File: config.mk
export PLATFORM = sky130hd
export DESIGN_NAME = demux_1to2_buf
export DESIGN_NICKNAME = d
export VERILOG_FILES = /design/src/rtl/demux_1to2_buf.sv
export SDC_FILE = /design/constraint.sdc
export NUM_CORES = 1
export LEC_CHECK = 0
export ABC_AREA = 1
export CAP_MARGIN = 30
export CORE_MARGIN = 2
export CORE_UTILIZATION = 37
export DETAILED_ROUTE_END_ITERATION = 12
export PLACE_DENSITY = 0.59
export SYNTH_ARGS = -nofsm -noshare
export SYNTH_HDL_FRONTEND = slang
export SYNTH_SLANG_ARGS = --single-unit
File: constraint.sdc
create_clock -name clk_i -period 1.93 [get_ports clk_i]
set_input_delay 0.386 -clock clk_i [delete_from_list [all_inputs] [get_ports clk_i]]
set_output_delay 0.386 -clock clk_i [all_outputs]
set_load 0.005 [all_outputs]
File: src/rtl/demux_1to2_buf.sv
// Registered 1-to-2 stream demultiplexer.
// A single valid/ready producer is steered beat-by-beat into one of two
// consumer lanes. Each lane owns a 2-entry FIFO, so back-pressure on one lane
// never holds up beats already queued for, or headed to, the other lane.

// One 2-entry FIFO lane: 1-bit read/write pointers and a 0..2 occupancy count.
module demux_1to2_lane #(
    parameter int size = 32
) (
    input  logic            clk,
    input  logic            rst_n,
    input  logic            push,
    input  logic [size-1:0] push_data,
    input  logic            ready,
    output logic            valid,
    output logic [size-1:0] data,
    output logic [1:0]      count
);

    logic [size-1:0] mem [2];
    logic            wr_ptr;
    logic            rd_ptr;
    logic            full;
    logic            push_fire;
    logic            pop_fire;
    logic [1:0]      count_next;

    // The head is valid whenever anything is stored; the consumer pops it
    // only when it is both valid and accepted, so a stray ready while empty
    // does nothing.
    assign full      = (count == 2'd2);
    assign valid     = (count != 2'd0);
    assign push_fire = push && !full;
    assign pop_fire  = valid && ready;

    // Head entry is driven straight from storage; there is no path from the
    // producer data to this output, so a new beat shows up one edge later.
    assign data = mem[rd_ptr];

    // Occupancy update: count' = count + push - pop.
    always_comb begin
        // NOTE: assigning a default first keeps every path covered, so no latch is inferred.
        count_next = count;
        unique case ({push_fire, pop_fire})
            2'b10:   count_next = count + 2'd1;
            2'b01:   count_next = count - 2'd1;
            default: count_next = count;
        endcase
    end

    // Storage, pointers and count; pointers advance only on their own event
    // and wrap 1->0 naturally because they are a single bit wide.
    always_ff @(posedge clk or negedge rst_n) begin
        if (!rst_n) begin
            // NOTE: the two storage words are cleared on reset so the lane data outputs read 0 out of reset.
            mem[0] <= '0;
            mem[1] <= '0;
            wr_ptr <= 1'b0;
            rd_ptr <= 1'b0;
            count  <= 2'd0;
        end else begin
            // NOTE: non-blocking assignments keep every register sampling pre-edge values.
            if (push_fire) begin
                mem[wr_ptr] <= push_data;
                wr_ptr      <= ~wr_ptr;
            end
            if (pop_fire) begin
                rd_ptr <= ~rd_ptr;
            end
            count <= count_next;
        end
    end

endmodule

// Top level: steers the producer into lane0 or lane1 by select_i.
module demux_1to2_buf #(
    parameter int size = 32
) (
    input  logic            clk_i,
    input  logic            rst_i,
    input  logic [size-1:0] data_i,
    input  logic            select_i,
    input  logic            valid_i,
    output logic            ready_o,
    output logic [size-1:0] data0_o,
    output logic            valid0_o,
    input  logic            ready0_i,
    output logic [size-1:0] data1_o,
    output logic            valid1_o,
    input  logic            ready1_i,
    output logic [1:0]      count0_o,
    output logic [1:0]      count1_o
);

    logic accept;
    logic push0;
    logic push1;

    // Ready looks only at the selected lane's fullness. A full lane that is
    // popping in the same cycle still reports not-ready: no bypass path.
    assign ready_o = select_i ? (count1_o != 2'd2) : (count0_o != 2'd2);
    assign accept  = valid_i && ready_o;
    assign push0   = accept && !select_i;
    assign push1   = accept &&  select_i;

    demux_1to2_lane #(.size(size)) u_lane0 (
        .clk       (clk_i),
        .rst_n     (rst_i),
        .push      (push0),
        .push_data (data_i),
        .ready     (ready0_i),
        .valid     (valid0_o),
        .data      (data0_o),
        .count     (count0_o)
    );

    demux_1to2_lane #(.size(size)) u_lane1 (
        .clk       (clk_i),
        .rst_n     (rst_i),
        .push      (push1),
        .push_data (data_i),
        .ready     (ready1_i),
        .valid     (valid1_o),
        .data      (data1_o),
        .count     (count1_o)
    );

endmodule

# After elaboration in Yosys (flattened, before gate mapping)
# Index checks and enable logic that the tools add are counted.
dict set report totals {
  regBits 136
  wordCells 67
  in_bits 38
  out_inout_bits 71
}
dict set report classes {
  n_lt_le_gt_ge 6
  eq_ne 8
  n_addsub 4
  reduce_logical 16
  muxes 15
  bitwise_logic 8
}
# cell count
set ops {}
lappend ops {{$mux W32} 8}
lappend ops {{$bwmux W64} 2}
lappend ops {{$demux W32 S1} 2}
lappend ops {{$logic_and A1 B1 Y1} 9}
lappend ops {{$eq A2 B2 Y1 const B} 4}
lappend ops {{$ge A2 B2 Y1 const B} 4}
lappend ops {{$not A1 Y2} 4}
lappend ops {{$pmux W2 S2} 2}
lappend ops {{$reduce_bool A2 Y1} 4}
lappend ops {{$add A2 B1 Y2 const B} 2}
lappend ops {{$eq A2 B1 Y1 const B} 2}
lappend ops {{$lt A2 B1 Y1 const B} 2}
lappend ops {{$ne A2 B2 Y1 const B} 2}
lappend ops {{$not A1 Y1} 4}
lappend ops {{$sub A2 B1 Y2 const B} 2}
lappend ops {{$logic_not A1 Y1} 3}
lappend ops {{$mux W1} 1}

# Depth between registers and ports, before layout
# Gate-level depths: netlist (run 1).
dict set report logic_depth {
  ltp_word 7
  ltp_mapped 9
  depth_no_buf 9
}

# Cells and area by module
# A second synthesis (run 1) with hierarchy kept.
dict set report unflattened {
  hier_cells 843
  hier_area_um2 6551.3
}
# mod instances cells_each seq_area_each_um2 area_each_um2
set modules_own_cells {}
lappend modules_own_cells {demux_1to2_lane 2 416 1701.6 3249.4}
lappend modules_own_cells {demux_1to2_buf 1 11 0.0 52.6}

# Worst setup path after synthesis (run 1)
# No wires, ideal clock.
dict set report synth_timing {
  path_type {register -> register}
  start {register u_lane0.count[0]}
  end {register u_lane0.count[1]}
  period_less_slack_ns 1.608
  n_path_buf 1
  stages_incl_launch_ff 9
  setup_slack_ns 0.322
  arrival_ns 1.486
  setup_time_ns 0.123
  required_time_ns 1.807
  path_cell_list {dfrtp_1 > inv_1 > a21oi_1 > buf_2 > nand2_1 > ha_1 > inv_1 > nand3_1 > xor2_1}
}
dict set report synth_via {
  elab_chain_len 7
  word_cells_on_any_way 15
  classes_between {add/sub (2); eq/ne (4); mux (2); reduce/logical (7)}
}
# element line
set synth_lines {}
lappend synth_lines {{start: declaration} 17} ;# output logic [1:0] count
lappend synth_lines {{start signal: assignment} 70} ;# count <= count_next;
lappend synth_lines {{$ne A2 B2 Y1} 102} ;# assign ready_o = select_i ? (count1_o != 2'd2) : (count0_o != 2'd2);
lappend synth_lines {{$mux W1} 102}
lappend synth_lines {{$logic_and A1 B1 Y1} 103} ;# assign accept = valid_i && ready_o;
lappend synth_lines {{$logic_and A1 B1 Y1} 104} ;# assign push0 = accept && !select_i;
lappend synth_lines {{$logic_and A1 B1 Y1} 33} ;# assign push_fire = push && !full;
lappend synth_lines {{$eq A2 B1 Y1 or $eq A2 B2 Y1 (tied branches)} 44} ;# unique case ({push_fire, pop_fire})
lappend synth_lines {{$pmux W2 S2 or $reduce_bool A2 Y1 (tied branches)} n/a}
# Several ways; a longest one is shown, not always the timed one.
# A chain may end at the register's enable or synchronous reset.

# Worst setup path after layout (run 1)
dict set report layout_timing {
  start {register u_lane1.rd_ptr}
  end {output data1_o[11]}
}
dict set report layout_via {
  elab_chain_len 4
}
# element line
set layout_lines {}
lappend layout_lines {{start: declaration} 22} ;# logic rd_ptr;
lappend layout_lines {{start signal: assignment} 68} ;# rd_ptr <= ~rd_ptr;
lappend layout_lines {{$not A1 Y2 (implied by the code)} 38} ;# assign data = mem[rd_ptr];
lappend layout_lines {{$mux W32 (implied by the code) (3 in series)} 38}
lappend layout_lines {{end: declaration} 89} ;# output logic [size-1:0] data1_o,
# Every way passes these cells. The select of a mux whose other input is x is not followed.

==> flow_summary.toml, run 1 <==
[die]
die_y_um = 136
pin_count = 109
core_sq_mm = 0.0172
die_w_um = 136
dieArea_sq_mm = 0.0185
num_rows = 48
initial_core_util_pct = 37.5

[sta]
finalCritPeriodShare_pct = 113
fmax_mhz = 458
period_minus_slack_ns = 2.18
fin_skew_ns = 0.00637
rsz0062_at_grt = "true"
worst_pin_slew_ns = 0.667
worst_slack_ns = -0.253
setup_viol = 26
hold_viol = 0
slew_viol_final = 0
maxSlewHeadroom_pct = 55.5

[pwr]
vdd_ir_drop_max_uv = 855
p_per_area_mw_per_mm2 = 1750
power_w = 0.0156
power_leakage_nw = 4.86

[detailed_routing]
routed_via_density = 5.17
wl_per_cell_um = 17.2
vias = 6166
wirelength_mm = 20.6
antenna_left = 0
drc = 0
drtIter0Drc = 606
drt_pre_antenna_iters = 5

[logic_synthesis]
netlist_area_sq_mm = 0.00644
avgSynthCellArea_sq_um = 7.77
yosysSeqAreaShare_pct = 52.9
ys_types = 17
synth_nets = 869
yosys_warnings = 0
netlist_instances = 829
synth_seq_cells = 136

[finish]
diodes = 0
final_cell_mix = "443 x nand2_1, 132 x nand4_1, 132 x dfrtp_1"
post-route-util_pct = 51.8
area_growth_pct = 38.2
multiInputGateArea_sq_mm = 0.00278
layout.nets = 995
drive_gt1_share_pct = 16.8
design_area_sq_mm = 0.00890
layout.cells.most_common = "nand2_1"
fill_cells = 1670
layout.cells.non_filler = 1193
regArea_sq_mm = 0.00341

[clock_network]
cts_buffer_depth = 2
cts_tree = "yes"
clkTransAtPathRegs_ns = 0.06
cts_root_buf = "clkbuf_16"
cts_buffers = 17
htree_levels = 4
cts_sinks = 136
clk_latency_ns = 0.42

[placement]
dpl.cell_count = 1132
gp_congestion = 0.794
port_buffers = 108
dpl_cell_area_sq_mm = 0.00790
dpl.hpwl_mm = 12.2

[setup_path]
cp_max_fo = 6
required_ns = 1.54
critPathLaunchType = "flip-flop"
crit_type = "flip-flop to primary output"
crit_arrival_ns = 1.80
crit_path_end_kind = "primary output"

[global_routing]
grt_usage_pct = 22.4
grt-ovfl-total = 0
antenna_found_initial = 0
grt_first_pass_wirelength_mm = 31.6
grt_pass1_vias = 5621
grt_max_degree = 65

[run]
drv_cap = 0

[min_path]
hold_class = "input port to flip-flop"

[outcome]
outcome = "finished with violations"
violations = "negative setup slack"
-- what timing repair did --
action	4_1_cts	5_1_grt
hold buffers	1	0
cloned	1	6
buffers inserted	3	21
pin swaps	0	5
hold endpoints to repair	27	0
resized for setup	60	139
endpoints found under the setup margin	67	63
-- final timing paths --
kind | start | to | slack, ns | depth (start not counted)
worst max-delay path | u_lane1.rd_ptr | data1_o[11] | -0.25 | 7
worst min-delay path | valid_i | u_lane1.mem[1] | 0.40 | 3
worst max register to register | u_lane1.count[1] | u_lane1.mem[40] | 0.20 | 6
worst min register to register | u_lane1.mem[0] | u_lane1.mem[0] | 0.48 | 2
max in group asynchronous | rst_i | u_lane1.rd_ptr | 0.84 | 3
min in group asynchronous | rst_i | u_lane0.mem[60] | 0.46 | 2
-- sequential cells by signal, summed over array words and instances (netlist names) --
name and flops:
u_lane0.count 2, u_lane0.mem 64, u_lane0.rd_ptr 1, u_lane0.wr_ptr 1, u_lane1.count 2, u_lane1.mem 64, u_lane1.rd_ptr 1, u_lane1.wr_ptr 1
-- final cells by class --
cell class	count	share of cell area (%)
Inverter	15	0.759
Multi-Input combinational cell	609	31.2
Clock inverter	11	1.36
Sequential cell	136	38.3
Clock buffer	21	5.29
Timing Repair Buffer	176	19.9
Tap cell	225	3.16
-- report_power, final --
group          total (W)  internal [W]  switching (W)
sequential       0.00497       0.00419       0.000782
combinational    0.00733       0.00344        0.00389
clock            0.00326       0.00200        0.00125
-- layer usage --
metal	vias up	wire, um	GRT usage [%]
met5	-	0	0
met4	0	233	6.19
met2	218	9920	36.1
met3	16	1260	3.99
li1	2968	-	-
met1	2964	9150	31.1
-- cells in the mapped netlist --
| cell | count | share of area [%] |
|---|---|---|
| clkbuf_1 | 43 | 2.5 |
| buf_2 | 15 | 1.2 |
| inv_2 | 1 | 0.058 |
| inv_1 | 12 | 0.70 |
| ha_1 | 2 | 0.39 |
| nand4_1 | 132 | 13 |
| dfrtp_1 | 136 | 53 |
| a21oi_2 | 1 | 0.14 |
| nand3_1 | 2 | 0.16 |
| buf_4 | 7 | 0.82 |
| or2_2 | 1 | 0.097 |
| clkinv_1 | 2 | 0.12 |
| buf_1 | 4 | 0.23 |
| xnor2_1 | 2 | 0.27 |
| xor2_1 | 4 | 0.54 |
| a21oi_1 | 1 | 0.078 |
| nand2_1 | 464 | 27 |
-- cell families after synthesis --
group                    after synthesis  synth area share (%)
XOR/XNOR                               6                 0.816
adder cells (fa/ha/maj)                2                 0.389
AND/OR/NAND/NOR                      599                  40.1
buffers and inverters                 84                  5.60
AO/OA/AOI/OAI                          2                 0.214
flip-flops                           136                  52.9
-- stage by stage --
| stage | hold slack (ns) | setup slack, ns | TNS, ns |
|---|---|---|---|
| 6_report | 0.398 | -0.253 | -3.17 |
| 5_1_grt | 0.392 | -0.308 | -4.78 |
| 4_1_cts | 0.378 | -0.233 | -5.93 |
| 3_5_place_dp | 0.370 | -0.257 | -18.50 |
| 3_3_place_gp | 0.372 | -0.250 | -16.35 |
| 2_1_floorplan | 0.0904 | 0.322 | 0 |
-- worst max-delay path: stages, from the launching register on --
cell and delay, ns:
dfrtp_2 0.40, clkinvlp_4 0.23, buf_4 0.22, clkbuf_16 0.13, buf_4 0.14, nand2_1 0.06
nand2_1 0.05, dlymetal6s2s_1 0.15
No activity file was read; power rests on OpenSTA's default activity.
==> inputs of run 2 (changes only) <==
--- a/config.mk
+++ b/config.mk
@@ -6,7 +6,7 @@
 export NUM_CORES = 1
 export LEC_CHECK = 0
 export ABC_AREA = 1
-export CAP_MARGIN = 30
+export CAP_MARGIN = 5
 export CORE_MARGIN = 2
 export CORE_UTILIZATION = 37
 export DETAILED_ROUTE_END_ITERATION = 12
==> results of run 2 <==
The final DEF is identical to that of run 1; final timing and power are the same.
==> inputs of run 3 (changes only) <==
--- a/config.mk
+++ b/config.mk
@@ -11,6 +11,7 @@
 export CORE_UTILIZATION = 37
 export DETAILED_ROUTE_END_ITERATION = 12
 export PLACE_DENSITY = 0.59
+export SLEW_MARGIN = 20
 export SYNTH_ARGS = -nofsm -noshare
 export SYNTH_HDL_FRONTEND = slang
 export SYNTH_SLANG_ARGS = --single-unit
==> results of run 3 <==
The final DEF is identical to that of run 1; final timing and power are the same.
